--- config.mk ---
export PLATFORM = sky130hd
export DESIGN_NAME = glyph_rom_arbiter
export DESIGN_NICKNAME = d
export VERILOG_FILES = /design/src/rtl/glyph_rom_arbiter.sv
export SDC_FILE = /design/constraint.sdc
export NUM_CORES = 1
export LEC_CHECK = 0
export ABC_CLOCK_PERIOD_IN_PS = 2000
export BUFFER_PORTS_ARGS = -buffer_cell sky130_fd_sc_hd__buf_4
export CELL_PAD_IN_SITES_DETAIL_PLACEMENT = 1
export CELL_PAD_IN_SITES_GLOBAL_PLACEMENT = 2
export CORE_MARGIN = 2
export CORE_UTILIZATION = 25
export CTS_CLUSTER_SIZE = 14
export DETAILED_ROUTE_END_ITERATION = 8
export HOLD_SLACK_MARGIN = 0.08
export MAX_ROUTING_LAYER = met4
export PLACE_DENSITY = 0.74
export SYNTH_ARGS = -nofsm -noshare
export SYNTH_HDL_FRONTEND = slang
export SYNTH_SLANG_ARGS = --single-unit
--- constraint.sdc ---
create_clock -name clk -period 2 [get_ports clk]
set_input_delay 0.1 -clock clk [delete_from_list [all_inputs] [get_ports clk]]
set_output_delay 0.1 -clock clk [all_outputs]
set_load 0.005 [all_outputs]
--- src/rtl/glyph_rom_arbiter.sv ---
// glyph_rom_arbiter: round-robin arbiter sharing one combinational 5x5 digit
// glyph ROM between NREQ text/score renderers in the pixel clock domain.
// Stage 1 registers the winning address to the ROM; stage 2 registers the
// returned row and tags it back to the requester (2-cycle accept-to-data).
// Optional feature macro: GLYPH_ARB_BURST_EN (locked requesters keep priority
// for up to BURST_MAX consecutive grants).
module glyph_rom_arbiter #(
    parameter int NREQ      = 4,
    parameter int BURST_MAX = 4
) (
    input  logic                 clk,
    input  logic                 rst_n,
    input  logic [NREQ-1:0]      req,
    input  logic [4*NREQ-1:0]    req_digit,
    input  logic [3*NREQ-1:0]    req_yofs,
    input  logic [NREQ-1:0]      req_lock,
    output logic [NREQ-1:0]      ack,
    output logic [3:0]           rom_digit,
    output logic [2:0]           rom_yofs,
    input  logic [7:0]           rom_bits,
    output logic [NREQ-1:0]      rsp_valid,
    output logic [7:0]           rsp_bits,
    output logic                 err_range
);

    localparam int PW = (NREQ > 1) ? $clog2(NREQ) : 1;

    logic [PW-1:0]   ptr;
    logic [PW-1:0]   ptr_nxt;
    logic [PW-1:0]   win;
    logic [PW-1:0]   tag;
    logic            grant;
    logic            s1_valid;
    logic [NREQ-1:0] elig;
    logic [NREQ-1:0] ack_nxt;
    logic [NREQ-1:0] rsp_oh;
    logic            range_bad;

`ifdef GLYPH_ARB_BURST_EN
    localparam int CW = $clog2(BURST_MAX + 1);

    // hold_r: the pointer was left on the last winner because it is bursting;
    // burst_left counts down the grants it may still take before rotation.
    logic            hold_r;
    logic            hold_nxt;
    logic [CW-1:0]   burst_left;
    logic [CW-1:0]   burst_left_nxt;
    logic [CW-1:0]   rem;
    logic            cont;
`else
    logic            lock_unused;
    assign lock_unused = (^req_lock) ^ (BURST_MAX > 0);
`endif

    // Eligible set, circular first-set-bit scan from the pointer, pointer update.
    always_comb begin
`ifdef GLYPH_ARB_BURST_EN
        elig = req & ~(ack & ~({NREQ{hold_r}} & req_lock));
`else
        elig = req & ~ack;
`endif
        grant = 1'b0;
        win   = '0;
        for (int k = 0; k < NREQ; k++) begin
            if (!grant && elig[(int'(ptr) + k) % NREQ]) begin
                grant = 1'b1;
                win   = PW'((int'(ptr) + k) % NREQ);
            end
        end

        ack_nxt = '0;
        if (grant) begin
            ack_nxt[win] = 1'b1;
        end

        ptr_nxt = ptr;
        if (grant) begin
            ptr_nxt = (win == PW'(NREQ - 1)) ? '0 : win + PW'(1);
        end

`ifdef GLYPH_ARB_BURST_EN
        hold_nxt       = hold_r;
        burst_left_nxt = burst_left;
        cont           = 1'b0;
        rem            = '0;
        if (grant) begin
            cont = hold_r && (win == ptr);
            rem  = cont ? (burst_left - CW'(1)) : CW'(BURST_MAX - 1);
            if (req_lock[win] && (rem != '0)) begin
                ptr_nxt        = win;
                hold_nxt       = 1'b1;
                burst_left_nxt = rem;
            end else begin
                hold_nxt       = 1'b0;
                burst_left_nxt = '0;
            end
        end
`endif
    end

`ifdef GLYPH_ARB_BURST_EN
    // Burst bookkeeping registers.
    always_ff @(posedge clk) begin
        if (!rst_n) begin
            hold_r     <= 1'b0;
            burst_left <= '0;
        end else begin
            hold_r     <= hold_nxt;
            burst_left <= burst_left_nxt;
        end
    end
`endif

    // Stage 1: grant pulse, pointer, and registered ROM address with its tag.
    always_ff @(posedge clk) begin
        if (!rst_n) begin
            ack       <= '0;
            ptr       <= '0;
            rom_digit <= '0;
            rom_yofs  <= '0;
            tag       <= '0;
            s1_valid  <= 1'b0;
        end else begin
            ack      <= ack_nxt;
            ptr      <= ptr_nxt;
            s1_valid <= grant;
            if (grant) begin
                rom_digit <= req_digit[4*int'(win) +: 4];
                rom_yofs  <= req_yofs[3*int'(win) +: 3];
                tag       <= win;
            end
        end
    end

    assign range_bad = (rom_digit > 4'd9) || (rom_yofs > 3'd4);

    // One-hot response tag for the lookup currently in stage 1.
    always_comb begin
        rsp_oh = '0;
        if (s1_valid) begin
            rsp_oh[tag] = 1'b1;
        end
    end

    // Stage 2: capture the ROM row (zeroed for out-of-range addresses), sticky error.
    always_ff @(posedge clk) begin
        if (!rst_n) begin
            rsp_valid <= '0;
            rsp_bits  <= '0;
            err_range <= 1'b0;
        end else begin
            rsp_valid <= rsp_oh;
            if (s1_valid) begin
                rsp_bits  <= range_bad ? 8'h00 : rom_bits;
                err_range <= err_range | range_bad;
            end
        end
    end

endmodule
# Yosys cells after proc, flatten, opt, wreduce, memory -nomap -nowiden
# Cells that the tools add are included.
[word_totals]
regBits = 29
latch_bits = 0
mem_bits_rw = 0
mem_bits_ro = 0
input_bits = 46
out_inout_bits = 24
memories = 0
[classes]
addsub = 4
multipliers = 1
div = 0
order_cmp = 10
eq_ne = 1
shift = 2
mux = 25
bitwise = 6
n_reduce_logical = 14
[ops]
columns = ["cell", "n"]
rows = [
  ["$shiftx A16 B5 Y4", 1],
  ["$mux W1", 13],
  ["$lt A3 B4 Y1 const B", 3],
  ["$shiftx A12 B5 Y3", 1],
  ["$mux W2", 5],
  ["$lt A2 B3 Y1 const B", 3],
  ["$bmux W1 S2", 4],
  ["$mux W8", 1],
  ["$reduce_or A2 Y1", 3],
  ["$logic_and A1 B1 Y1", 5],
  ["$add A2 B1 Y2 const B", 2],
  ["$add A2 B2 Y2 const B", 2],
  ["$and A4 B4 Y4", 1],
  ["$demux W1 S2", 2],
  ["$ge A2 B1 Y1 const B", 2],
  ["$gt A4 B4 Y1 const B", 1],
  ["$mul A2 B2 Y4 const A", 1],
  ["$not A4 Y4", 1],
  ["$reduce_and A2 Y1", 2],
  ["$and A1 B1 Y1 const A", 3],
  ["$gt A3 B3 Y1 const B", 1],
  ["$logic_not A1 Y1", 3],
  ["$eq A2 B2 Y1 const B", 1],
  ["$logic_or A1 B1 Y1", 1],
  ["$or A1 B1 Y1", 1],
]

# Logic depth before layout (Yosys ltp)
# Gate-level depths: netlist of the first run.
[logic_depth]
depth_word = 18
depth_mapped = 8

# Least setup slack after synthesis of the first run
# Ideal clock, no wire load.
[synth_timing]
kind = "reg-to-reg"
start = "register ptr[1]"
end = "register ptr[1]"
setup_ns = 0.122
arrival_time_ns = 1.558
t_required_ns = 1.878
slack_ns = 0.319
path_stages_with_launch = 9
n_path_buf = 1
path_cell_list = "dfxtp_1 > or3b_1 > a21oi_1 > or3_1 > buf_6 > inv_2 > ha_1 > nand2_1 > a21boi_0"
[synth_between]
elab_chain_len = 14
elab_cells_between_ends = 31
cone_classes = "add/sub: 4; eq/ne: 1; mux: 20; reduce/logical: 6"
[synth_rtl]
columns = ["item", "line", "source"]
rows = [
  ["start, declared", "28", "logic [PW-1:0] ptr;"],
  ["start signal, assigned", "125", "ptr <= ptr_nxt;"],
  ["$add A2 B1 Y2 / $bmux W1 S2 (equally long branches)", "65", "if (!grant && elig[(int'(ptr) + k) % NREQ]) begin"],
  ["$bmux W1 S2 / $mux W1 (equally long branches)", "65", ""],
  ["$mux W1 (implied by the code)", "65", ""],
  ["$mux W1 (implied by the code) / $logic_not A1 Y1 (equally long branches)", "65", ""],
  ["$logic_and A1 B1 Y1", "65", ""],
  ["$mux W1", "65", ""],
  ["$logic_not A1 Y1", "65", ""],
  ["$logic_and A1 B1 Y1", "65", ""],
  ["$mux W1", "65", ""],
  ["$logic_not A1 Y1", "65", ""],
  ["$logic_and A1 B1 Y1", "65", ""],
  ["$mux W2 *", "65", ""],
  ["via win[0]", "30", "logic [PW-1:0] win;"],
  ["$add A2 B1 Y2 / $eq A2 B2 Y1 (equally long branches)", "78", "ptr_nxt = (win == PW'(NREQ - 1)) ? '0 : win + PW'(1);"],
  ["$mux W2 *", "78", ""],
]
# The timed path passes the listed nets; every way through them passes the cells marked *. The select of a mux whose other input is x is not followed.
# A chain may end at the register's enable or synchronous reset.

# Final worst setup path of the first run
[layout_timing]
start = "register ack[1]"
end = "register rom_digit[0]"
[layout_between]
elab_chain_len = 15
elab_cells_between_ends = 28
cone_classes = "shift: 1; mux: 19; bitwise: 2; reduce/logical: 6"
[layout_rtl]
columns = ["item", "line", "source"]
rows = [
  ["start, declared", "17", "output logic [NREQ-1:0] ack,"],
  ["start signal, assigned", "124", "ack <= ack_nxt;"],
  ["$not A4 Y4 *", "60", "elig = req & ~ack;"],
  ["$and A4 B4 Y4 *", "60", ""],
  ["$bmux W1 S2", "65", ""],
  ["$mux W1 (implied by the code)", "65", ""],
  ["$mux W1", "65", ""],
  ["$logic_not A1 Y1", "65", ""],
  ["$logic_and A1 B1 Y1", "65", ""],
  ["$mux W1", "65", ""],
  ["$logic_not A1 Y1", "65", ""],
  ["$logic_and A1 B1 Y1", "65", ""],
  ["$mux W1", "65", ""],
  ["$logic_not A1 Y1", "65", ""],
  ["$logic_and A1 B1 Y1", "65", ""],
  ["$mux W2", "65", ""],
  ["$shiftx A16 B5 Y4", "128", "rom_digit <= req_digit[4*int'(win) +: 4];"],
  ["end signal, assigned", "128", ""],
  ["end, declared", "18", "output logic [3:0] rom_digit,"],
]
# Mark *: on every way between the ends. The rest lies on a longest branch, timed or not. The select of a mux whose other input is x is not followed.

==> results of run 1 <==
## final timing paths
| check | from | slack (ns) | to |
|---|---|---|---|
| worst min-delay path | rom_bits[7] | 0.11 | rsp_bits[7]$_SDFFE_PN0P_ |
| worst max register to register | ack[1]$_SDFF_PN0_ | 0.19 | rom_digit[0]$_SDFFE_PN0P_ |
| worst min register to register | err_range$_SDFFE_PN0P_ | 0.47 | err_range$_SDFFE_PN0P_ |
| worst max-delay path | ack[1]$_SDFF_PN0_ | 0.19 | rom_digit[0]$_SDFFE_PN0P_ |
## power by group
part / internal [mW] / switching, mW / total (mW)
clock network: 0.406 / 0.223 / 0.628
logic: 0.543 / 0.430 / 0.973
registers: 0.720 / 0.115 / 0.835
## area by class of cell
cell class | count | area share [%]
multi-input cells | 105 | 36.1
flip-flops and latches | 29 | 27.1
repair buffers | 73 | 26.8
well taps | 72 | 4.21
clock buffers | 7 | 4.03
clock inverters | 1 | 1.40
inverters | 2 | 0.351
## kinds of logic (layout without fill, tap and decap cells)
kind of cell / count (synthesis) / in the layout / synth area share (%)
muxes: 11 / 11 / 7.76
AOI/OAI and AO/OA: 33 / 33 / 18.7
DFF: 29 / 29 / 40.9
buffers and inverters: 12 / 83 / 5.03
and+or+nand+nor: 57 / 57 / 24.1
adders and majority gates: 4 / 4 / 3.53
## state kept, by name, summed over array words and instances (netlist names)
register,count
s1_valid,1
rom_yofs,3
ptr,2
ack,4
rom_digit,4
tag,2
rsp_valid,4
rsp_bits,8
err_range,1
## metal layers
| metal | GRT usage, % | vias up |
|---|---|---|
| li1 | - | 669 |
| met3 | 3.52 | 9 |
| met1 | 17.4 | 603 |
| met4 | 5.69 | 0 |
| met2 | 21.1 | 33 |
| met5 | - | - |
## cells in the final DEF (no fill, tap or decap), types with 3 or more instances in the layout
cell	netlist	layout
nand3_1	13	13
nand2_1	5	5
mux2i_1	11	11
nor3b_1	3	3
a21boi_0	11	11
clkbuf_8	0	6
nand2b_1	12	12
dfxtp_1	29	29
o221ai_1	5	5
buf_4	0	71
nor2_1	3	3
o211ai_1	4	4
and3_1	4	4
o21ai_0	5	5
ha_1	4	4
## what timing repair did
| item | 4_1_cts | 5_1_grt |
|---|---|---|
| endpoints found under the setup margin | 0 | 7 |
| hold buffers | 0 | 0 |
| resized for setup | 0 | 2 |
## metrics by stage
step | power (mW) | cells | util (%) | cell area (µm²)
2_1_floorplan | 1.39 | 146 | - | 1420
3_3_place_gp | 1.82 | 281 | 36.7 | 2020
3_5_place_dp | 1.83 | 281 | 36.7 | 2020
4_1_cts | 2.47 | 289 | 38.8 | 2130
5_1_grt | 2.63 | 289 | 38.9 | 2140
6_report | 2.44 | 289 | 38.9 | 2140
## worst max-delay path, cell delays in order (launching register included)
cell       delay (ns)
dfxtp_1          0.32
and2b_1          0.27
a21boi_0         0.14
or3_4            0.38
buf_4            0.17
a2111oi_4        0.34
a211oi_2         0.07
==> reports/metrics.yaml, run 1 <==
status:
  status: "finished, final reports clean"
layout:
  drive_above_1_share_pct: 40.1
  multi_input_area_um2: 773
  antennaDiodeCount: 0
  fillCellCount: 646
  syn_to_final_growth_pct: 50.9
  nets: 266
  regArea_um2: 581
clock_network:
  cts_tree: "done"
  cts_root_buf: "clkbuf_8"
  numCtsBuffers: 5
  cts_post_setup_buffers_inserted: 0
  clockBufferDepth: 2
  clock-sinks: 29
  worst_skew_pair.late_latency_ns: 0.28
  path_clk_slew_ns: 0.06
  cts_max_level: 2
timing:
  rsz0062_at_grt: "no"
  setup_slack_ns: 0.189
  setup_viol: 0
  clock_skew_ns: 0.00245
  hold_viol_final: 0
  timing.setup.tns_ns: 0
  whs_ns: 0.108
  max_freq_mhz: 552
  worstMarginPinSlew_ns: 0.655
  maxSlewHeadroom_pct: 55.7
  fin_crit_ns: 1.81
  fin_crit_sh_pct: 90.6
  maxSlewViolCount: 0
synthesis:
  synthTopCellsByArea: "dfxtp_1, mux2i_1, a21boi_0, nand2b_1, nand3_1"
  yosys_warnings: 0
  synthArstFlopShare_pct: 0
  syn_inst: 146
  synth_area_mm2: 0.00142
  synth_most_common_cell: "dfxtp_1"
  syn_avg_cell_area_um2: 9.72
  synth_common_cells: "dfxtp_1, nand3_1, nand2b_1, a21boi_0, mux2i_1"
  synth_top_area_cell: "dfxtp_1"
  synth_nets: 196
  yosys_register_bits: 29
  synth_edf_count: 0
  yosys.cell_types.count: 36
  synth_top_cell_area_share_pct: 40.9
  ys.flop_type: "dfxtp_1"
  synth.yosys.seq_area_share_pct: 40.9
grt:
  grt_pass1_wl_mm: 6.49
  grt_start_max_net_pins: 28
  grt_pass1_vias: 1340
  grtUsageTotal_pct: 13.8
  antenna_found_initial: 0
  grt_overflow: 0
die:
  core_mm2: 0.00551
  start_util_pct: 25.8
  die_area_mm2: 0.00629
  die_w_um: 79.3
  die_h_um: 79.3
  rows: 27
  io_pins: 70
power_and_ir_drop:
  p_leak_nw: 0.944
  ir_drop_v: 0.000361
  powerDensity_mw_per_mm2: 1140
detailed_routing:
  drc: 0
  vias_per_cell: 4.55
  drtIter0Drc: 38
  ant_nets: 0
  routedWlPerCell_um: 13.4
  wl_met3_um: 186
  first_pass_iters: 4
  wl_met2_mm: 1.83
  num_vias: 1314
  wl_mm: 3.88
  top_layer: "met4"
  wl_met1_mm: 1.80
placement:
  portBuffers: 65
  place_congestion: 0.730
  place_hpwl_mm: 2.94
  place_ws_ns: 0.121
setup_path:
  crit_path_end_kind: "flop"
  path_class: "reg -> reg"
  reg2reg_depth: 6
  required_ns: 2.16
  arrival_ns: 1.97
  worstPathMaxFanout: 4
  start_kind: "flop"
worst_hold_path:
  min_path_cells: 3
  min_path_type: "in -> reg"
job:
  cap_violations: 0
Power figures use the tool's default switching activity.
==> run 2, diff against run 1 <==
- GPL_TIMING_DRIVEN: default -> 0
- PLACE_DENSITY: 0.74 -> 0.76
==> reports/metrics.yaml, run 2 (same netlist as run 1, synthesis figures left out) <==
setup_path:
  arrival_ns: 2.08  # +0.11 ns
  path_class: "reg -> reg"
  worstPathMaxFanout: 8  # +4
  crit_path_end_kind: "flop"
  required_ns: 2.21  # +0.05 ns
  start_kind: "flop"
  rrSetupSlack_ns: 0.13  # -0.06 ns
power_and_ir_drop:
  p_int_mw: 1.62  # -2.8%
  powerDensity_mw_per_mm2: 1140  # +0.30%
  p_leak_nw: 0.918  # -2.7%
  netSwitchingPower_mw: 0.791  # +3.0%
  power_frac_seq_pct: 34.3  # about the same
  pwr-share-clk_pct: 26.5  # +0.7 points
  comb_power_share_pct: 39.2  # -0.7 points
  ir_drop_v: 0.000422  # +17%
  switching_share_pct: 32.8  # +1.3 points
layout:
  drive_above_1_share_pct: 37.2  # -2.9 points
  layout_common_cells: "buf_4, dfxtp_1, nand3_1"
  nets: 267  # +0.38%
  final_util_pct: 38.4  # -0.50 points
  layout_commonest_cell: "buf_4"
  antennaDiodeCount: 0  # unchanged
  largest-register: "rsp_bits"
  syn_to_final_growth_pct: 48.9
  largest_reg_flops: 8  # unchanged
placement:
  place_ws_ns: 0.149  # +0.0281 ns
  place_congestion: 0.710  # -2.7%
  place_hpwl_mm: 3.04  # +3.5%
  portBuffers: 64  # -1.5%
die:
  die_area_mm2: 0.00629  # unchanged
  io_pins: 70  # unchanged
  die_h_um: 79.3  # unchanged
  die_w_um: 79.3  # unchanged
  core_mm2: 0.00551  # unchanged
  rows: 27  # unchanged
  start_util_pct: 25.8  # unchanged
clock_network:
  numCtsBuffers: 5  # unchanged
  clock-sinks: 29  # unchanged
  cts_post_setup_buffers_inserted: 0  # unchanged
  postCtsHoldBufs: 0  # unchanged
  path_clk_slew_ns: 0.07  # about the same
  cts_resized: 0  # unchanged
  cts_tree: "done"
  worst_skew_pair.late_latency_ns: 0.28  # about the same
  cts_root_buf: "clkbuf_8"
  clockBufferDepth: 2  # unchanged
  cts_max_level: 2  # unchanged
status:
  status: "finished, final reports clean"
detailed_routing:
  ant_nets: 0  # unchanged
  first_pass_iters: 4  # unchanged
  wl_mm: 4.03  # +3.9%
  vias_per_cell: 4.65  # +2.2%
  drc: 0  # unchanged
  num_vias: 1348  # +2.6%
  routedWlPerCell_um: 13.9  # +3.5%
  drtIter0Drc: 47  # +24%
job:
  cap_violations: 0  # unchanged
timing:
  hold_viol_final: 0  # unchanged
  worstMarginPinSlew_ns: 0.599  # -0.0559 ns
  fin_crit_sh_pct: 93.7  # +3.2 points
  max_freq_mhz: 534  # -3.4%
  timing.setup.tns_ns: 0  # unchanged
  setup_slack_ns: 0.126  # -0.0631 ns
  maxSlewViolCount: 0  # unchanged
  maxSlewHeadroom_pct: 59.5  # +3.8 points
  clock_skew_ns: 0.00128  # -0.00117 ns
  fin_crit_ns: 1.87  # +0.0631 ns
  setup_viol: 0  # unchanged
  rsz0062_at_grt: "no"
grt:
  grtUsageTotal_pct: 14.4  # +0.56 points
  grt_pass1_wl_mm: 6.84  # +5.4%
  antenna_found_initial: 0  # unchanged
  grt_start_max_net_pins: 12  # -57%
  grt_pass1_vias: 1443  # +7.7%
  grt_overflow: 0  # unchanged
worst_hold_path:
  min_path_type: "in -> reg"
[run 2: cell types whose count changed in the layout (fill, tap and decap cells not counted), moves of 2 or more]
cell / previous run / this run
clkbuf_1: 1 / 7
buf_12: 2 / 0
buf_4: 71 / 64
buf_6: 0 / 2
[run 2: critical path: stages, from the launching register on]
cell	delay (ns)
dfxtp_1	0.36
or3b_1	0.41
a21oi_2	0.16
or3_1	0.14
buf_6	0.14
inv_2	0.08
ha_1	0.27
nand2_1	0.05
a21boi_0	0.17
[run 2: power groups by stage]
stage | Combinational [mW] | Clock, mW | Sequential (mW)
floorplan | 0.570 | 0 | 0.824
CTS | 0.956 | 0.659 | 0.829
detailed placement | 0.945 | 0 | 0.840
finish | 0.945 | 0.639 | 0.828
global placement | 0.948 | 0 | 0.833
global route | 1.05 | 0.695 | 0.855
[run 2: worst paths after layout]
path,depth (start not counted),to,startpoint
worst max register to register,8,ptr[1]$_SDFFE_PN0P_,ptr[1]$_SDFFE_PN0P_
worst min register to register,2,rsp_bits[2]$_SDFFE_PN0P_,rsp_bits[2]$_SDFFE_PN0P_
worst max-delay path,8,ptr[1]$_SDFFE_PN0P_,ptr[1]$_SDFFE_PN0P_
worst min-delay path,3,rsp_bits[1]$_SDFFE_PN0P_,rom_bits[1]
[run 2: metal layers]
layer,track usage (%),part of all wire [%],vias to the layer above
met5,-,0,-
met4,4.14,0.52,0
met3,5.11,7.8,5
met2,22.8,47,48
met1,17.3,44,622
li1,-,-,673
[run 2: through the flow]
stage	power [mW]	hold slack (ns)	std cells	instance area, µm²
floorplan	1.39	0.274	146	1420
global placement	1.78	0.395	282	1990
detailed placement	1.78	0.403	282	1990
CTS	2.44	0.0954	290	2110
global route	2.60	0.104	290	2110
finish	2.41	0.102	290	2110
[run 2: cell type report]
class | count | area [µm²]
inverters | 2 | 7.51
fillers | 629 | 3390
clock inverters | 2 | 37.5
flip-flops and latches | 29 | 581
well taps | 72 | 90.1
repair buffers | 64 | 480
plain buffers | 10 | 63.8
clock buffers | 6 | 82.6
multi-input cells | 105 | 771
